**config.mk**
```make
export PLATFORM = sky130hd
export DESIGN_NAME = me_wb_lane_stage
export DESIGN_NICKNAME = d
export VERILOG_FILES = /design/src/rtl/me_wb_lane_stage.sv
export SDC_FILE = /design/constraint.sdc
export NUM_CORES = 1
export LEC_CHECK = 0
export ABC_AREA = 1
export ABC_CLOCK_PERIOD_IN_PS = 16200
export CORE_MARGIN = 2
export CORE_UTILIZATION = 55
export DETAILED_ROUTE_END_ITERATION = 16
export GPL_TIMING_DRIVEN = 1
export PLACE_DENSITY = 0.87
export SYNTH_ARGS = -nofsm -noshare
export SYNTH_HDL_FRONTEND = slang
export SYNTH_SLANG_ARGS = --single-unit
```
**constraint.sdc**
```tcl
create_clock -name CLK -period 16.2 [get_ports CLK]
set_clock_uncertainty 0.2 [all_clocks]
set_input_delay 3.24 -clock CLK [delete_from_list [all_inputs] [get_ports CLK]]
set_output_delay 3.24 -clock CLK [all_outputs]
set_load 0.005 [all_outputs]
```
**src/rtl/me_wb_lane_stage.sv**
```systemverilog
// me_wb_lane_stage: ME -> WB pipeline stage for LANES issue lanes.
// Two-entry elastic buffer (head + skid) with registered in_ready,
// synchronous flush, bubble squashing and write-data select at capture.
module me_wb_lane_stage #(
    parameter int LANES = 2,
    parameter int XLEN  = 32,
    parameter int RIDX  = 5
) (
    input  logic                    CLK,
    input  logic                    RST,
    input  logic                    FLUSH,
    input  logic                    in_valid,
    output logic                    in_ready,
    input  logic [LANES-1:0]        in_lane_valid,
    input  logic [LANES-1:0]        in_regwrite,
    input  logic [LANES*RIDX-1:0]   in_rd,
    input  logic [LANES*2-1:0]      in_rfwt_sel,
    input  logic [LANES*XLEN-1:0]   in_alu,
    input  logic [LANES*XLEN-1:0]   in_memdat,
    input  logic [LANES*XLEN-1:0]   in_pc,
    input  logic                    in_order,
    output logic                    out_valid,
    input  logic                    out_ready,
    output logic [LANES-1:0]        out_lane_valid,
    output logic [LANES-1:0]        out_we,
    output logic [LANES*RIDX-1:0]   out_rd,
    output logic [LANES*XLEN-1:0]   out_wdata,
    output logic [LANES*XLEN-1:0]   out_pc,
    output logic                    out_order
);

    localparam int LR = LANES * RIDX;
    localparam int LW = LANES * XLEN;

    // One buffered bundle; wdata is already the final register-file value.
    typedef struct packed {
        logic [LANES-1:0] lv;
        logic [LANES-1:0] rw;
        logic [LR-1:0]    rd;
        logic [LW-1:0]    wd;
        logic [LW-1:0]    pc;
        logic             ord;
    } entry_t;

    // Register-file write source: 1 = load data, 2 = link address, else ALU.
    function automatic logic [XLEN-1:0] sel_wdata(input logic [1:0]      sel,
                                                  input logic [XLEN-1:0] alu,
                                                  input logic [XLEN-1:0] mem,
                                                  input logic [XLEN-1:0] pc);
        logic [XLEN-1:0] r;
        case (sel)
            2'd1:    r = mem;
            2'd2:    r = pc + {{(XLEN-3){1'b0}}, 3'd4};
            default: r = alu;
        endcase
        return r;
    endfunction

    entry_t head_q, head_d;
    entry_t skid_q, skid_d;
    entry_t new_e;
    logic   head_v_q, head_v_d;
    logic   skid_v_q, skid_v_d;
    logic   in_ready_q, in_ready_d;
    logic   accept;
    logic   store;
    logic   retire;

    assign accept = in_valid & in_ready_q;
    // All-invalid bundles are handshaken but never occupy an entry.
    assign store  = accept & (|in_lane_valid);
    assign retire = head_v_q & out_ready;

    // Build the entry for the incoming bundle, selecting write data per lane.
    always_comb begin
        new_e     = '0;
        new_e.lv  = in_lane_valid;
        new_e.rw  = in_regwrite;
        new_e.rd  = in_rd;
        new_e.pc  = in_pc;
        new_e.ord = in_order;
        for (int i = 0; i < LANES; i++) begin
            new_e.wd[i*XLEN +: XLEN] = sel_wdata(in_rfwt_sel[i*2 +: 2],
                                                 in_alu[i*XLEN +: XLEN],
                                                 in_memdat[i*XLEN +: XLEN],
                                                 in_pc[i*XLEN +: XLEN]);
        end
    end

    // Next-state of head/skid: flush first, then refill head, else park in skid.
    always_comb begin
        head_d   = head_q;
        skid_d   = skid_q;
        head_v_d = head_v_q;
        skid_v_d = skid_v_q;
        if (FLUSH) begin
            head_v_d = 1'b0;
            skid_v_d = 1'b0;
        end else if (!head_v_q || retire) begin
            if (skid_v_q) begin
                // Skid promotes; a new bundle (only possible if ready was
                // high) then takes the skid so nothing is dropped.
                head_d   = skid_q;
                head_v_d = 1'b1;
                skid_v_d = store;
                if (store) begin
                    skid_d = new_e;
                end
            end else begin
                head_v_d = store;
                if (store) begin
                    head_d = new_e;
                end
            end
        end else if (store) begin
            skid_d   = new_e;
            skid_v_d = 1'b1;
        end
        in_ready_d = !skid_v_d;
    end

    // State registers; data is reset too so out_* read zero out of reset.
    always_ff @(posedge CLK or posedge RST) begin
        if (RST) begin
            head_q     <= '0;
            skid_q     <= '0;
            head_v_q   <= 1'b0;
            skid_v_q   <= 1'b0;
            in_ready_q <= 1'b1;
        end else begin
            head_q     <= head_d;
            skid_q     <= skid_d;
            head_v_q   <= head_v_d;
            skid_v_q   <= skid_v_d;
            in_ready_q <= in_ready_d;
        end
    end

    // Write enables are masked by head presence so flushed data never writes.
    always_comb begin
        out_we = '0;
        for (int i = 0; i < LANES; i++) begin
            out_we[i] = head_v_q & head_q.lv[i] & head_q.rw[i]
                        & (head_q.rd[i*RIDX +: RIDX] != '0);
        end
    end

    assign in_ready       = in_ready_q;
    assign out_valid      = head_v_q;
    assign out_lane_valid = head_q.lv & {LANES{head_v_q}};
    assign out_rd         = head_q.rd;
    assign out_wdata      = head_q.wd;
    assign out_pc         = head_q.pc;
    assign out_order      = head_q.ord;

endmodule

```
==> impl_metrics.yaml <==
outcome:
  status: "complete, no violations"
sta:
  max_freq_mhz: 153
  setup_tns_ps: 0
  timing.final.max_slew_violations: 0
  timing.final.setup_violations: 0
  worst_slew_margin_rel_pct: 19.2
  share_of_the_clock_period_used_by_the_worst_path_pct: 40.3
  grt_setup_unrepaired: "no"
  tightestPinTransition_ps: 1210
  report.final.hold_viol_count: 0
  final.min_clock_period_ps: 6520
  minimum_hold_slack_ps: 276
setup_path:
  crit_path_cells: "clkdlybuf4s50_1 > nor2_1 > nor2_1 > inv_1 > nand2_1 > nand3_4 > inv_6 > buf_4 > nor2_1 > a31oi_1"
  crit_slowest_cell: "sky130_fd_sc_hd__inv_6"
  worstPathArrival_ps: 6790
  critical_path_required_ps: 16470
  dominant_cell_type_by_count_on_the_critical_path: "sky130_fd_sc_hd__nor2_1"
  critPathTopFamily: "buffers and inverters"
  setup_crit_path_kind: "input port to flop"
  critical_path_peak_fanout: 125
  path_buf_inv: 4
  cpPeakStageDelay_ps: 880
  setup.worst_path.end_class: "flop"
  worst_setup_path_start_kind: "input port"
synthesis:
  synth_commonest_cells: "sky130_fd_sc_hd__nand2_1 (765), sky130_fd_sc_hd__dfrtp_1 (288), sky130_fd_sc_hd__nor2_1 (237)"
  yosys.area.top_type_share_pct: 44.7
  synth-async-reset-ratio_pct: 100
  syn_avg_cell_area_sq_um: 7.26
  synthCells: 2221
  synth_largest_area_cell: "sky130_fd_sc_hd__dfrtp_1"
  synth_area_sq_um: 16100
  mappedNetlistNets: 2444
  postSynthRegisterBits: 289
  top_post_synthesis_cells_by_area: "sky130_fd_sc_hd__dfrtp_1 (45%), sky130_fd_sc_hd__nand2_1 (18%), sky130_fd_sc_hd__buf_4 (6.6%)"
  synth-edff-count: 0
  synth_most_common_cell: "sky130_fd_sc_hd__nand2_1"
  synthesis.yosys.warnings: 0
  synthFlopType: "sky130_fd_sc_hd__dfrtp_1"
  synth-seq-area-share_pct: 44.9
  synth.distinct_cells: 29
hold_path:
  min-delay-path-class: "flop to flop"
finish:
  area_growth_syn_to_layout_pct: 22.8
  final_core_utilization_pct: 68.8
  layout_cell_share_with_drive_strength_beyond_1_pct: 5.44
  fin_cells: 2773
  regArea_sq_um: 7240
  nFillCells: 2337
  multi_input_gate_area_in_the_final_layout_sq_um: 6960
  nets: 2592
route:
  drcViolationCount: 0
  drtAntennaViolNets: 0
  met3WireLength_um: 5340
  wl_met2_um: 24400
  routed_wirelength_um: 52200
  detailedRoute.firstPassIterationCount: 8
  detailedRoute.firstIterationViolations: 1773
  viasPerCell: 5.66
  route.detailed.wl_per_inst_um: 18.8
  route.vias.total: 15691
  route.layer.met1.wl_um: 20100
  dr.max_layer_used: "met4"
clock_network:
  clk_pin_slew_worst_paths_ps: 60
  clock_tree.root_cell: "sky130_fd_sc_hd__clkbuf_16"
  cts_made_buffers: 30
  postCtsSetupRepairBufs: 0
  cts_resized: 0
  worstSkewPairLatency_ps: 550
  cts_hold_repair.buffers: 0
  tritoncts_clock_tree: "done"
  clock_sink_count: 289
  cts_buffer_depth: 3
  clock_tree.htree_level_count: 1
pwr:
  net-switching-power_mw: 0.708
  ir_drop_v: 0.0000962
  switching_share_pct: 29.9
  power_leakage_nw: 9.33
  power.internal_mw: 1.66
  p_comb_share_pct: 25.3
  p_seq_share_pct: 44.3
  clock_network_fraction_of_design_power_pct: 30.5
  pwr_density_cell_nw_per_um2: 119
  total_power_mw: 2.36
floorplanning:
  dieWidth_um: 175
  core_area_sq_um: 28800
  top_level_ports: 361
  initial_core_util_pct: 56.0
  fp.dieH_um: 175
  dieArea_sq_um: 30700
  placementRows: 62
global_routing:
  grt_pass1_wl_um: 81900
  first_global_vias: 15042
  grt_start_max_net_pins: 150
  grtUsageTotal_pct: 33.8
  grt_antenna_before_repair: 2
  gr-total-overflow: 0
placed_design:
  io_buffer_count: 360
  dp_hpwl_um: 36600
  place_congestion: 0.932
  placed_cells_incl_taps: 2721
job:
  cap_viol_max_count: 0
logic make-up after synthesis:
kind of cell / after synthesis / synth area share (%)
buf+inv: 360 / 12.0
compound gates: 380 / 12.6
flops: 289 / 44.9
fa+ha+maj: 7 / 0.543
simple gates: 1185 / 29.9
area by class of cell:
class	count	share of cell area [%]
diodes	1	0.0126
clock inverters	14	1.03
multi-input cells	1572	35.2
flip-flops and latches	289	36.6
well taps	384	2.43
inverters	103	2.04
clock buffers	37	4.03
repair buffers	373	18.7
state kept, by name, summed over array words and instances (netlist names):
register and count:
out_pc 64, out_wdata 64, out_order 1, skid_q 143, head_q 4, out_rd 10, out_valid 1, in_ready 1
skid_v_q 1
placed cells by master, fill, tap and decap left out, types with 2 or more instances in the layout:
cell,instances
sky130_fd_sc_hd__o311ai_0,2
sky130_fd_sc_hd__o21ai_1,25
sky130_fd_sc_hd__inv_6,3
sky130_fd_sc_hd__dfrtp_1,287
sky130_fd_sc_hd__nand2_1,764
sky130_fd_sc_hd__nor2_4,9
sky130_fd_sc_hd__nand2_2,5
sky130_fd_sc_hd__o21ai_0,130
sky130_fd_sc_hd__o211ai_1,8
sky130_fd_sc_hd__clkdlybuf4s50_1,360
sky130_fd_sc_hd__a31oi_1,73
sky130_fd_sc_hd__nor2_1,237
sky130_fd_sc_hd__bufinv_16,5
sky130_fd_sc_hd__buf_4,13
sky130_fd_sc_hd__ha_1,7
sky130_fd_sc_hd__inv_1,99
sky130_fd_sc_hd__clkbuf_16,31
sky130_fd_sc_hd__a21oi_1,136
sky130_fd_sc_hd__nand2_4,2
sky130_fd_sc_hd__o21a_1,5
sky130_fd_sc_hd__clkinv_2,6
sky130_fd_sc_hd__clkinvlp_4,2
sky130_fd_sc_hd__nand3_1,112
sky130_fd_sc_hd__nor2_2,10
sky130_fd_sc_hd__or2_2,38
sky130_fd_sc_hd__clkbuf_1,6
sky130_fd_sc_hd__and2_1,5
worst paths after layout:
kind	start	endpoint	slack, ps	depth (start not counted)
setup / recovery	in_lane_valid[0]	out_pc[27]	9680	10
hold / removal	out_wdata[28]	out_wdata[28]	280	2
setup reg to reg	skid_v_q	out_pc[27]	11940	7
hold reg to reg	out_wdata[28]	out_wdata[28]	280	2
max in group asynchronous	RST	out_wdata[36]	11050	3
min in group asynchronous	RST	skid_q[133]	3130	2
power groups by stage:
stage	Clock, mW	Combinational [mW]	Sequential (mW)
2_1_floorplan	0	0.396	1.01
6_report	0.720	0.598	1.05
4_1_cts	0.724	0.598	1.04
5_1_grt	0.758	0.662	1.07
3_5_place_dp	0	0.594	1.05
3_3_place_gp	0	0.574	1.05
worst reg2reg max path: cells and delay by family (launching register included):
family,cells,cell delay (ps)
buffers and inverters,3,2140
AND/OR/NAND/NOR,3,880
flip-flops,1,770
AO/OA/AOI/OAI,1,190
per-stage QoR:
stage / setup WS [ps] / cell area [sq um]
2_1_floorplan: 4780 / 16100
3_3_place_gp: 9390 / 18800
3_5_place_dp: 9220 / 18800
4_1_cts: 9770 / 19800
5_1_grt: 9440 / 19800
6_report: 9680 / 19800
layer usage:
metal / up-vias / global-route usage [%]
li1: 7246 / -
met1: 7368 / 44.1
met2: 932 / 54.9
met3: 145 / 6.85
met4: 0 / 14.3
met5: - / 0
Note: power is estimated with default switching activity, not from simulation.
